[src/rtl/host_xfer_ctrl_pkg.sv]
// ---------------------------------------------------------------------------
// xfer_pkg
// Shared types and helpers for the host-transfer sequencer.
//   xfer_state_e : top-level sequencer states (LOAD, START, RUN, UNLOAD)
//   tx_kind_e    : what the word currently presented on tx_data is
//   be_width()   : byte-enable width for a given data width
// The default terminator (all ones at DATA_W) is expressed directly as the
// TERM_WORD parameter default of host_xfer_ctrl.
// ---------------------------------------------------------------------------
package xfer_pkg;

    typedef enum logic [1:0] {
        ST_LOAD   = 2'd0,
        ST_START  = 2'd1,
        ST_RUN    = 2'd2,
        ST_UNLOAD = 2'd3
    } xfer_state_e;

    typedef enum logic [1:0] {
        TX_DATA = 2'd0,
        TX_CSUM = 2'd1,
        TX_TERM = 2'd2
    } tx_kind_e;

    // Number of byte lanes in a data word.
    function automatic int be_width(input int data_w);
        return data_w / 8;
    endfunction

endpackage

[src/rtl/host_xfer_ctrl_ram_port_mux.sv]
// ---------------------------------------------------------------------------
// ram_port_mux
// Combinational arbitration of the single object-RAM port between the
// sequencer (LOAD/UNLOAD) and the subdivision engine (START/RUN).
// Ports:
//   state                        current sequencer state (select)
//   ctrl_en/we/addr/wdata        sequencer RAM request
//   eng_en/we/addr/wdata         engine RAM request
//   ram_en/we/addr/wdata         RAM port
//   ram_rdata                    RAM read data
//   eng_rdata                    read data forwarded to the engine (0 when
//                                the engine does not own the port)
// ---------------------------------------------------------------------------
module ram_port_mux
    import xfer_pkg::*;
#(
    parameter int DATA_W = 32,
    parameter int ADDR_W = 11
) (
    input  xfer_state_e                     state,
    input  logic                            ctrl_en,
    input  logic [be_width(DATA_W)-1:0]     ctrl_we,
    input  logic [ADDR_W-1:0]               ctrl_addr,
    input  logic [DATA_W-1:0]               ctrl_wdata,
    input  logic                            eng_en,
    input  logic [be_width(DATA_W)-1:0]     eng_we,
    input  logic [ADDR_W-1:0]               eng_addr,
    input  logic [DATA_W-1:0]               eng_wdata,
    output logic                            ram_en,
    output logic [be_width(DATA_W)-1:0]     ram_we,
    output logic [ADDR_W-1:0]               ram_addr,
    output logic [DATA_W-1:0]               ram_wdata,
    input  logic [DATA_W-1:0]               ram_rdata,
    output logic [DATA_W-1:0]               eng_rdata
);

    logic eng_owns_s;

    // Engine owns the port from the start pulse until it reports done.
    always_comb begin
        eng_owns_s = (state == ST_START) || (state == ST_RUN);
        if (eng_owns_s) begin
            ram_en    = eng_en;
            ram_we    = eng_we;
            ram_addr  = eng_addr;
            ram_wdata = eng_wdata;
            eng_rdata = ram_rdata;
        end else begin
            ram_en    = ctrl_en;
            ram_we    = ctrl_we;
            ram_addr  = ctrl_addr;
            ram_wdata = ctrl_wdata;
            eng_rdata = {DATA_W{1'b0}};
        end
    end

endmodule

[src/rtl/host_xfer_ctrl.sv]
// ---------------------------------------------------------------------------
// host_xfer_ctrl
// Host-transfer sequencer between the SPI word interface, the shared object
// RAM and the subdivision engine.
//   LOAD   : store a TERM_WORD-delimited rx word stream into RAM from addr 0
//   START  : one-cycle eng_start; engine takes over the RAM port
//   RUN    : engine owns the RAM; wait for eng_done, latch the result length
//   UNLOAD : stream min(count, DEPTH) RAM words out on tx, then TERM_WORD
// Ports:
//   clk, rstb                    clock, async active-low reset
//   rx_valid, rx_data            received word strobe / data
//   tx_valid, tx_data, tx_ready  transmit valid/ready handshake
//   ram_*                        shared object RAM port (1-cycle read latency)
//   eng_start, eng_done,
//   eng_word_count               engine control / result length
//   eng_en/we/addr/wdata/rdata   engine RAM request, forwarded read data
//   busy, overflow, rx_drop      status; overflow and rx_drop are sticky
// Build option XFER_CHECKSUM_EN: adds the rx_csum output (XOR of loaded
// words) and sends an XOR-of-transmitted-words checksum before TERM_WORD.
// ---------------------------------------------------------------------------
module host_xfer_ctrl
    import xfer_pkg::*;
#(
    parameter int                DATA_W    = 32,
    parameter int                ADDR_W    = 11,
    parameter logic [DATA_W-1:0] TERM_WORD = {DATA_W{1'b1}}
) (
    input  logic                            clk,
    input  logic                            rstb,
    input  logic                            rx_valid,
    input  logic [DATA_W-1:0]               rx_data,
    output logic                            tx_valid,
    output logic [DATA_W-1:0]               tx_data,
    input  logic                            tx_ready,
    output logic                            ram_en,
    output logic [be_width(DATA_W)-1:0]     ram_we,
    output logic [ADDR_W-1:0]               ram_addr,
    output logic [DATA_W-1:0]               ram_wdata,
    input  logic [DATA_W-1:0]               ram_rdata,
    output logic                            eng_start,
    input  logic                            eng_done,
    input  logic [ADDR_W:0]                 eng_word_count,
    input  logic                            eng_en,
    input  logic [be_width(DATA_W)-1:0]     eng_we,
    input  logic [ADDR_W-1:0]               eng_addr,
    input  logic [DATA_W-1:0]               eng_wdata,
    output logic [DATA_W-1:0]               eng_rdata,
    output logic                            busy,
    output logic                            overflow,
    output logic                            rx_drop
`ifdef XFER_CHECKSUM_EN
    ,
    output logic [DATA_W-1:0]               rx_csum
`endif
);

    localparam int              BE_W    = be_width(DATA_W);
    localparam logic [ADDR_W:0] DEPTH_C = {1'b1, {ADDR_W{1'b0}}};
    localparam logic [ADDR_W:0] ONE_C   = {{ADDR_W{1'b0}}, 1'b1};

    xfer_state_e         state_r;
    xfer_state_e         state_nxt_s;
    logic [ADDR_W:0]     wr_ptr_r;
    logic [ADDR_W:0]     rd_ptr_r;
    logic [ADDR_W:0]     out_cnt_r;
    logic                tx_valid_r;
    logic [DATA_W-1:0]   tx_data_r;
    tx_kind_e            tx_kind_r;
    logic                kick_r;      // first UNLOAD cycle: nothing presented yet
    logic                cap_r;       // RAM read issued last cycle, capture now
    logic                overflow_r;
    logic                rx_drop_r;

    logic                rx_word_s;
    logic                rx_term_s;
    logic                load_wr_s;
    logic                tx_hs_s;
    logic                adv_s;
    logic                pre_data_s;
    logic [ADDR_W:0]     nxt_idx_s;
    logic                more_s;
    logic                rd_issue_s;
    logic                done_s;

    logic                ctrl_en_s;
    logic [BE_W-1:0]     ctrl_we_s;
    logic [ADDR_W-1:0]   ctrl_addr_s;
    logic [DATA_W-1:0]   ctrl_wdata_s;

`ifdef XFER_CHECKSUM_EN
    logic [DATA_W-1:0]   rx_csum_r;
    logic                load_fresh_r;  // next LOAD word starts a new checksum
    logic [DATA_W-1:0]   tx_xor_r;
    logic [DATA_W-1:0]   tx_xor_nxt_s;
`endif

    // Decode of the current-cycle events shared by FSM and datapath.
    always_comb begin
        rx_word_s  = rx_valid && (rx_data != TERM_WORD);
        rx_term_s  = rx_valid && (rx_data == TERM_WORD);
        load_wr_s  = (state_r == ST_LOAD) && rx_word_s && (wr_ptr_r != DEPTH_C);
        tx_hs_s    = tx_valid_r && tx_ready;
        // A new word is needed on entry to UNLOAD and after every handshake.
        adv_s      = (state_r == ST_UNLOAD) && (kick_r || tx_hs_s);
        pre_data_s = kick_r || (tx_kind_r == TX_DATA);
        if (kick_r) begin
            nxt_idx_s = {(ADDR_W+1){1'b0}};
        end else if (tx_kind_r == TX_DATA) begin
            nxt_idx_s = rd_ptr_r + ONE_C;
        end else begin
            nxt_idx_s = rd_ptr_r;
        end
        more_s     = pre_data_s && (nxt_idx_s < out_cnt_r);
        rd_issue_s = adv_s && more_s;
        done_s     = (state_r == ST_UNLOAD) && tx_hs_s && !kick_r && (tx_kind_r == TX_TERM);
    end

    // State register.
    always_ff @(posedge clk or negedge rstb) begin
        if (!rstb) begin
            state_r <= ST_LOAD;
        end else begin
            state_r <= state_nxt_s;
        end
    end

    // Next-state logic.
    always_comb begin
        state_nxt_s = state_r;
        case (state_r)
            ST_LOAD: begin
                if (rx_term_s) begin
                    state_nxt_s = ST_START;
                end else begin
                    state_nxt_s = ST_LOAD;
                end
            end
            ST_START: begin
                state_nxt_s = ST_RUN;
            end
            ST_RUN: begin
                if (eng_done) begin
                    state_nxt_s = ST_UNLOAD;
                end else begin
                    state_nxt_s = ST_RUN;
                end
            end
            ST_UNLOAD: begin
                if (done_s) begin
                    state_nxt_s = ST_LOAD;
                end else begin
                    state_nxt_s = ST_UNLOAD;
                end
            end
            default: begin
                state_nxt_s = ST_LOAD;
            end
        endcase
    end

    // State-decoded outputs and the sequencer-side RAM request.
    always_comb begin
        eng_start    = (state_r == ST_START);
        busy         = (state_r != ST_LOAD);
        ctrl_en_s    = 1'b0;
        ctrl_we_s    = {BE_W{1'b0}};
        ctrl_addr_s  = {ADDR_W{1'b0}};
        ctrl_wdata_s = {DATA_W{1'b0}};
        case (state_r)
            ST_LOAD: begin
                if (load_wr_s) begin
                    ctrl_en_s    = 1'b1;
                    ctrl_we_s    = {BE_W{1'b1}};
                    ctrl_addr_s  = wr_ptr_r[ADDR_W-1:0];
                    ctrl_wdata_s = rx_data;
                end else begin
                    ctrl_en_s    = 1'b0;
                end
            end
            ST_UNLOAD: begin
                if (rd_issue_s) begin
                    ctrl_en_s    = 1'b1;
                    ctrl_addr_s  = nxt_idx_s[ADDR_W-1:0];
                end else begin
                    ctrl_en_s    = 1'b0;
                end
            end
            default: begin
                ctrl_en_s = 1'b0;
            end
        endcase
    end

    // Pointers, transmit register and sticky status flags.
    always_ff @(posedge clk or negedge rstb) begin
        if (!rstb) begin
            wr_ptr_r   <= {(ADDR_W+1){1'b0}};
            rd_ptr_r   <= {(ADDR_W+1){1'b0}};
            out_cnt_r  <= {(ADDR_W+1){1'b0}};
            tx_valid_r <= 1'b0;
            tx_data_r  <= {DATA_W{1'b0}};
            tx_kind_r  <= TX_DATA;
            kick_r     <= 1'b0;
            cap_r      <= 1'b0;
            overflow_r <= 1'b0;
            rx_drop_r  <= 1'b0;
        end else begin
            kick_r <= (state_r == ST_RUN) && eng_done;
            if ((state_r != ST_LOAD) && rx_valid) begin
                rx_drop_r <= 1'b1;
            end
            case (state_r)
                ST_LOAD: begin
                    if (rx_word_s) begin
                        if (wr_ptr_r != DEPTH_C) begin
                            wr_ptr_r <= wr_ptr_r + ONE_C;
                        end else begin
                            overflow_r <= 1'b1;
                        end
                    end
                end
                ST_RUN: begin
                    if (eng_done) begin
                        out_cnt_r  <= (eng_word_count > DEPTH_C) ? DEPTH_C : eng_word_count;
                        rd_ptr_r   <= {(ADDR_W+1){1'b0}};
                        tx_valid_r <= 1'b0;
                        tx_kind_r  <= TX_DATA;
                        cap_r      <= 1'b0;
                    end
                end
                ST_UNLOAD: begin
                    if (cap_r) begin
                        tx_data_r  <= ram_rdata;
                        tx_valid_r <= 1'b1;
                        tx_kind_r  <= TX_DATA;
                        cap_r      <= 1'b0;
                    end else if (done_s) begin
                        tx_valid_r <= 1'b0;
                        tx_kind_r  <= TX_DATA;
                        wr_ptr_r   <= {(ADDR_W+1){1'b0}};
                    end else if (adv_s) begin
                        rd_ptr_r <= nxt_idx_s;
                        if (more_s) begin
                            // Read issued this cycle; word appears after capture.
                            tx_valid_r <= 1'b0;
                            cap_r      <= 1'b1;
                        end else begin
`ifdef XFER_CHECKSUM_EN
                            if (pre_data_s) begin
                                tx_data_r  <= tx_xor_nxt_s;
                                tx_valid_r <= 1'b1;
                                tx_kind_r  <= TX_CSUM;
                            end else begin
                                tx_data_r  <= TERM_WORD;
                                tx_valid_r <= 1'b1;
                                tx_kind_r  <= TX_TERM;
                            end
`else
                            tx_data_r  <= TERM_WORD;
                            tx_valid_r <= 1'b1;
                            tx_kind_r  <= TX_TERM;
`endif
                        end
                    end
                end
                default: begin
                    kick_r <= 1'b0;
                end
            endcase
        end
    end

`ifdef XFER_CHECKSUM_EN
    // Checksum value including the data word handshaken this cycle.
    always_comb begin
        if (tx_hs_s && (tx_kind_r == TX_DATA)) begin
            tx_xor_nxt_s = tx_xor_r ^ tx_data_r;
        end else begin
            tx_xor_nxt_s = tx_xor_r;
        end
    end

    // Load-side and transmit-side running XOR checksums.
    always_ff @(posedge clk or negedge rstb) begin
        if (!rstb) begin
            rx_csum_r    <= {DATA_W{1'b0}};
            load_fresh_r <= 1'b1;
            tx_xor_r     <= {DATA_W{1'b0}};
        end else begin
            if ((state_r == ST_LOAD) && rx_word_s) begin
                rx_csum_r    <= load_fresh_r ? rx_data : (rx_csum_r ^ rx_data);
                load_fresh_r <= 1'b0;
            end else if ((state_r == ST_LOAD) && rx_term_s) begin
                // An empty load reports a zero checksum.
                rx_csum_r    <= load_fresh_r ? {DATA_W{1'b0}} : rx_csum_r;
                load_fresh_r <= 1'b1;
            end
            if ((state_r == ST_RUN) && eng_done) begin
                tx_xor_r <= {DATA_W{1'b0}};
            end else if ((state_r == ST_UNLOAD) && tx_hs_s && (tx_kind_r == TX_DATA)) begin
                tx_xor_r <= tx_xor_r ^ tx_data_r;
            end
        end
    end

    assign rx_csum = rx_csum_r;
`endif

    assign tx_valid = tx_valid_r;
    assign tx_data  = tx_data_r;
    assign overflow = overflow_r;
    assign rx_drop  = rx_drop_r;

    ram_port_mux #(
        .DATA_W (DATA_W),
        .ADDR_W (ADDR_W)
    ) u_ram_port_mux (
        .state      (state_r),
        .ctrl_en    (ctrl_en_s),
        .ctrl_we    (ctrl_we_s),
        .ctrl_addr  (ctrl_addr_s),
        .ctrl_wdata (ctrl_wdata_s),
        .eng_en     (eng_en),
        .eng_we     (eng_we),
        .eng_addr   (eng_addr),
        .eng_wdata  (eng_wdata),
        .ram_en     (ram_en),
        .ram_we     (ram_we),
        .ram_addr   (ram_addr),
        .ram_wdata  (ram_wdata),
        .ram_rdata  (ram_rdata),
        .eng_rdata  (eng_rdata)
    );

endmodule

[config.mk]
export PLATFORM = sky130hd
export DESIGN_NAME = host_xfer_ctrl
export DESIGN_NICKNAME = d
export VERILOG_FILES = /design/src/rtl/host_xfer_ctrl_pkg.sv /design/src/rtl/host_xfer_ctrl_ram_port_mux.sv /design/src/rtl/host_xfer_ctrl.sv
export SDC_FILE = /design/constraint.sdc
export NUM_CORES = 1
export LEC_CHECK = 0
export CAP_MARGIN = 20
export CORE_MARGIN = 4
export CORE_UTILIZATION = 43
export DETAILED_ROUTE_END_ITERATION = 6
export GPL_TIMING_DRIVEN = 0
export PLACE_DENSITY = 0.82
export SYNTH_ARGS = -nofsm -noshare
export SYNTH_HDL_FRONTEND = slang
export SYNTH_HIERARCHICAL = 1
export SYNTH_SLANG_ARGS = --single-unit
[constraint.sdc]
create_clock -name clk -period 4.1 [get_ports clk]
set_input_delay 0.615 -clock clk [delete_from_list [all_inputs] [get_ports clk]]
set_output_delay 0.615 -clock clk [all_outputs]
set_load 0.05 [all_outputs]
# Word level (Yosys, flattened, before mapping)
# Cells that the tools add are included.
[op_classes]
add_sub_neg = 2
n_lt_le_gt_ge = 2
eq_ne = 18
n_mux = 54
bitwise = 1
reduce_logical = 32
[op_table]
columns = ["operator", "count"]
rows = [
  ["32-bit two-way mux", 8],
  ["12-bit two-way mux", 11],
  ["12-bit case mux with 2 select lines", 2],
  ["11-bit two-way mux", 3],
  ["32-bit == test (second input constant)", 1],
  ["32-bit != test (second input constant)", 1],
  ["12-bit by 1-bit adder with 12-bit output (second input constant)", 2],
  ["11-bit case mux with 2 select lines", 1],
  ["2-bit != test (second input constant)", 8],
  ["1-bit two-way mux", 15],
  ["1-bit logical AND", 13],
  ["12-bit greater-than comparator (second input constant)", 1],
  ["12-bit less-than comparator", 1],
  ["2-bit two-way mux", 6],
  ["4-bit two-way mux", 3],
  ["12-bit != test (second input constant)", 1],
  ["5-bit AND reduction", 2],
  ["4-bit != test (second input constant)", 2],
  ["2-bit case mux with 4 select lines", 1],
  ["4-bit AND reduction", 2],
  ["2-bit nonzero test", 4],
  ["2-bit == test (second input constant)", 3],
  ["1-bit case mux with 2 select lines", 3],
  ["3-bit AND reduction", 2],
  ["other kinds (9)", 13],
]
[totals]
register_bits = 77
in_bits = 129
out_inout_bits = 117
elab_cells = 120

# Longest topological paths before layout
[depth]
depth_word = 10
depth_mapped = 13
ltp_nobuf = 12

# Hierarchy
# The synthesis kept the hierarchy.
[modules_own_cells]
columns = ["mod", "n_inst", "cells_per_inst", "area_per_inst_um2", "seq_area_each_um2"]
rows = [
  ["host_xfer_ctrl", 1, 500, 4444.3, 1901.8],
  ["ram_port_mux", 1, 89, 1016.0, 0.0],
]

# Least setup slack after synthesis
# No wires, ideal clock.
[synth_path]
path_kind = "flip-flop to output port"
startpoint = "reg tx_kind_r[1]"
endpoint = "out ram_addr[7]"
arrival_time_ps = 2885
t_required_ps = 3485
setup_slack_ps = 600
stages_incl_launch_ff = 14
n_path_buf = 2
path_cell_list = "dfrtp_1 > buf_4 > nand4b_2 > nor4_1 > xnor2_1 > nor2_1 > ha_1 > nand4_1 > nor3_1 > o221a_2 > nor4_2 > buf_4 > a22o_1 > mux2_4"
[synth_between]
elab_chain_cells = 9
word_cells_on_any_way = 10
classes_between = "order compare: 1; mux: 5; reduce/logical: 4"
[synth_rtl]
columns = ["element", "line", "source"]
rows = [
  ["from (decl)", "host_xfer_ctrl.sv:68", "tx_kind_e tx_kind_r;"],
  ["from (signal assigned)", "host_xfer_ctrl.sv:202", "tx_kind_r <= TX_DATA;"],
  ["from (signal assigned)", "host_xfer_ctrl.sv:227", "tx_kind_r <= TX_DATA;"],
  ["from (signal assigned)", "host_xfer_ctrl.sv:235", "tx_kind_r <= TX_DATA;"],
  ["2-bit logical NOT (*)", "host_xfer_ctrl.sv:105, host_xfer_ctrl.sv:108", ""],
  ["12-bit two-way mux", "host_xfer_ctrl.sv:108", "end else if (tx_kind_r == TX_DATA) begin"],
  ["12-bit two-way mux", "host_xfer_ctrl.sv:106", "if (kick_r) begin"],
  ["12-bit less-than comparator", "host_xfer_ctrl.sv:113", "more_s = pre_data_s && (nxt_idx_s < out_cnt_r);"],
  ["1-bit logical AND", "host_xfer_ctrl.sv:113", ""],
  ["1-bit logical AND", "host_xfer_ctrl.sv:114", "rd_issue_s = adv_s && more_s;"],
  ["11-bit two-way mux (*)", "host_xfer_ctrl.sv:181", "if (rd_issue_s) begin"],
  ["11-bit case mux with 2 select lines (*)", "host_xfer_ctrl.sv:169", "case (state_r)"],
  ["via ctrl_addr_s[7]", "host_xfer_ctrl.sv:87", "logic [ADDR_W-1:0] ctrl_addr_s;"],
  ["11-bit two-way mux (*)", "host_xfer_ctrl_ram_port_mux.sv:42", "if (eng_owns_s) begin"],
  ["to (decl)", "host_xfer_ctrl.sv:37", "output logic [ADDR_W-1:0] ram_addr,"],
]
# Mark *: on every way through the listed nets, which the timed path passes. The rest lies on a longest branch.

# Final worst setup path
[layout_path]
startpoint = "reg tx_kind_r[1]"
endpoint = "out ram_en"
[layout_between]
elab_chain_cells = 9
word_cells_on_any_way = 10
classes_between = "order compare: 1; mux: 5; reduce/logical: 4"
[layout_rtl]
columns = ["element", "line", "source"]
rows = [
  ["2-bit logical NOT (*)", "host_xfer_ctrl.sv:105, host_xfer_ctrl.sv:108", ""],
  ["12-bit two-way mux", "host_xfer_ctrl.sv:108", ""],
  ["12-bit two-way mux", "host_xfer_ctrl.sv:106", ""],
  ["12-bit less-than comparator", "host_xfer_ctrl.sv:113", ""],
  ["1-bit logical AND (*)", "host_xfer_ctrl.sv:113", ""],
  ["1-bit logical AND (*)", "host_xfer_ctrl.sv:114", ""],
  ["1-bit two-way mux (*)", "host_xfer_ctrl.sv:181", ""],
  ["1-bit case mux with 2 select lines (*)", "host_xfer_ctrl.sv:169", ""],
  ["via ctrl_en_s", "host_xfer_ctrl.sv:85", "logic ctrl_en_s;"],
  ["1-bit two-way mux (*)", "host_xfer_ctrl_ram_port_mux.sv:42", ""],
  ["to (decl)", "host_xfer_ctrl.sv:35", "output logic ram_en,"],
]
# Marks and branches as above.

==> summary.txt <==
Floorplan
  – Die area: 14600 µm²
  – Io pins: 246
  – Initial cell density of the core: 44.7%
  – Area of the core: 12200 µm²
  – Num rows: 40
  – Height of the die: 121 µm
  – Die Wd: approximately 120 µm

Setup path
  – Crit Path Max Fanout: 8
  – Startpoint Class: flip-flop
  – CP required: 3.48 ns
  – Reg2reg path depth: 12
  – Reg-to-reg critical path startpoint: tx_kind_r[1]
  – Reg2reg setup slack: 0.97 ns
  – Reg2reg end: tx_data[27]
  – Setup CP Type: reg -> out
  – Setup crit end kind: primary output
  – Critical Path AT: 3.46 ns

Power and ir drop
  – Sw Ratio: a little over half
  – Switching power: slightly below 4 mW
  – Flop pwr share: 16.7%
  – Logic pwr share: 71.9%
  – Pwr/cell area: 861 nW/µm²
  – Power share of the clock group: between 10% and 20%
  – VDD IR-drop max: 0.000552 V
  – Cell internal pwr: 3.53 mW
  – Leakage: 3.87 nW
  – Tot Pwr: 7.49 mW

Finish
  – Syn-to-layout area delta: 59.2%
  – Post-Layout Cell Count: 1035
  – Layout cells sized above 1: 16.1%
  – Final nets: 1009
  – Design area: 8690 µm²
  – Fin util: between 70 and 80%
  – # diodes: 0

Synthesis
  – Share of flip-flops with an asynchronous set or reset: 100%
  – Avg Inst Size Synth: 9.27 µm²
  – Post-synth cell types: 57
  – Post-Syn Area: around 5500 µm²
  – Synthesized flop and latch total: 76
  – Syn_nets: 736
  – Top cells by area, synth: dfrtp_1 35%, mux2_4 13%, nor2_1 5.8%
  – Post-Synthesis Cells: 589
  – Area leader, netlist: dfrtp_1
  – Sequential fraction of the synthesis area: 34.8%
  – Yosys top cell area share: 34.8%
  – Post-synth EDFFs: 0
  – Ys Warns: 6
  – Main synth FF type: dfrtp_1

Placement
  – DP HPWL: ~15000 µm
  – IO buf count: 245
  – GPL Wtd Cong: 0.905
  – Post-placement cell area: 8150 µm²
  – Placed insts: roughly 1000

Drt
  – Number of DRC markers in iteration 0: 312
  – WL final: roughly 19000 µm
  – DR WL/cell: 18.4 µm
  – Routed Antenna Nets: 0
  – Via count: approximately 5700
  – Post-route DRC violation count: 0
  – First-pass DRT Iterations: 5
  – Vias per cell: roughly 5.5

Timing
  – Final worst-path cycle share: between 90% and 100%
  – Rel. slew slack: 56.7%
  – FMAX: 245 MHz
  – Fin. Hold Viols: 0
  – Max-slew violation count: 0
  – Clock skew: 0.00982 ns
  – RSZ-0062 raised after global routing: true
  – Worst Max-Slew Pin Slew: 0.644 ns
  – Fin crit period: slightly above 4 ns
  – Final setup viols: 0

Clock network
  – Hold bufs inserted after CTS: 0
  – Clk sinks: 76
  – CTS tree: yes
  – Worst-path clk slew: 0.07 ns
  – Root buffer cell: clkbuf_16
  – H-tree depth: 3
  – Clk buf depth: 2
  – CTS Buf Count: 9
  – Clock latency on the worst-skew pair: 0.34 ns

Global route
  – Total global routing overflow: 0
  – Pin count of the biggest net entering global routing: 49
  – Initial antenna violation count: 0
  – Vias in the first global route: 5780
  – Total GRT Usage: between 20 and 30%
  – First-pass GRT wire length: 29500 µm

Flow run
  – Max-cap violations: 0

Worst hold path
  – Hold Path Class: in -> async

Run status
  – Outcome: complete, no violations
-- flip-flops by register name, summed over array words and instances (netlist names), 2 cells and up --
signal and count:
state_r 2, tx_data 32, rd_ptr_r 12, wr_ptr_r 12, out_cnt_r 12
-- layout make-up --
cell class,count,area (µm²)
tap,168,210
fill,937,3520
buffer,35,204
multi-input combinational,445,3340
timing repair buffer,262,2590
clock buffer,10,229
clock inverter,6,88.8
inverter,33,124
sequential,76,1910
-- stage by stage --
step	hold slack, ns	TNS, ns	setup slack, ns
2_1_floorplan	0.319	0	0.600
3_3_place_gp	0.464	-23.39	-0.622
3_5_place_dp	0.474	-9.45	-0.679
4_1_cts	0.211	0	0.000371
5_1_grt	0.233	-0.784	-0.113
6_report	0.205	0	0.0210
-- placed cells by master (no fill, tap or decap), types with 3 or more instances in the layout --
cell type        instances
dlymetal6s2s_1           4
a22o_1                  30
buf_4                   20
nand3_1                  9
or3_1                    4
nand2b_1                 6
ha_1                    17
inv_1                   33
and2_1                  34
nor3_2                   3
a21oi_1                  6
nand4_1                 15
o21ai_0                 15
mux2_4                  48
a221oi_1                 3
buf_2                    5
clkbuf_16                9
dfrtp_1                 73
xnor2_1                  5
o21a_1                   5
nor4_1                   6
o22ai_1                 40
nor3_1                   6
clkbuf_1                19
dfrtp_2                  3
xor2_1                   4
o22a_1                   5
a31oi_1                  3
clkdlybuf4s50_1        199
nor2_2                   4
nor2b_1                 34
nand2_1                 27
dlygate4sd2_1           29
buf_6                   17
nor2_1                  80
-- worst max-delay path, cell delays in order, from the launching register on --
cell      delay, ns
dfrtp_1        0.38
buf_6          0.13
nand4b_4       0.25
or3_1          0.45
a21oi_4        0.24
ha_1           0.20
nand2_1        0.09
o21a_1         0.20
nor2_2         0.29
nor4_4         0.09
buf_4          0.16
or2_4          0.22
mux2_4         0.27
buf_8          0.15
-- layer usage --
| layer | GRT usage (%) | vias to the layer above | wire [µm] |
|---|---|---|---|
| met5 | 0 | - | 0 |
| met2 | 43.3 | 289 | 9490 |
| met4 | 13.5 | 0 | 902 |
| met1 | 29.0 | 2713 | 7240 |
| met3 | 5.47 | 56 | 1380 |
| li1 | - | 2656 | - |
-- logic make-up (layout without fill, tap and decap cells) --
group | after synthesis | in the layout | synth area share (%)
and+or+nand+nor | 244 | 244 | 23.3
DFF | 76 | 76 | 34.8
buffers and inverters | 68 | 346 | 5.82
muxes | 50 | 50 | 13.6
adders and majority gates | 18 | 18 | 4.12
xor gates and xnor gates | 10 | 10 | 1.95
AOI/OAI and AO/OA | 123 | 123 | 16.4
-- power groups by stage --
| stage | sequential (mW) | clock, mW | combinational, mW |
|---|---|---|---|
| 2_1_floorplan | 1.80 | 0 | 3.21 |
| 3_3_place_gp | 1.24 | 0 | 5.35 |
| 3_5_place_dp | 1.26 | 0 | 5.43 |
| 4_1_cts | 1.25 | 0.857 | 5.29 |
| 5_1_grt | 1.29 | 0.891 | 5.64 |
| 6_report | 1.25 | 0.850 | 5.38 |
-- synth_stat cells, types with 2 or more instances --
library cell	count
a21o_1	2
a21oi_1	9
a221oi_1	3
a22o_1	30
a31oi_1	3
and2_1	34
buf_2	5
buf_4	5
buf_6	5
clkbuf_1	20
dfrtp_1	76
ha_1	18
inv_1	33
mux2_4	48
nand2_1	27
nand2b_1	6
nand3_1	9
nand4_1	15
nor2_1	84
nor2b_1	34
nor3_1	8
nor4_1	8
nor4_2	2
o21a_1	5
o21ai_0	15
o22a_1	5
o22ai_1	40
or3_1	4
xnor2_1	5
xor2_1	4
-- worst max path at each step --
stage / startpoint / cells after the start / slack [ns] / end
CTS: tx_kind_r[1] / 13 / 0.0004 / ram_addr[10]
floorplan: tx_kind_r[1] / 13 / 0.60 / ram_addr[7]
finish: tx_kind_r[1] / 13 / 0.02 / ram_en
global route: tx_kind_r[1] / 14 / -0.11 / ram_addr[9]
global placement: tx_kind_r[1] / 14 / -0.62 / ram_addr[10]
detailed placement: tx_kind_r[1] / 14 / -0.68 / ram_addr[10]
-- timing repair --
action / in CTS / in global routing
setup buffers: 5 / 10
setup endpoints to repair: 41 / 19
cloned: 0 / 1
resized for setup: 106 / 48
pin swaps: 6 / 10
(Power assumes the default switching activity.)
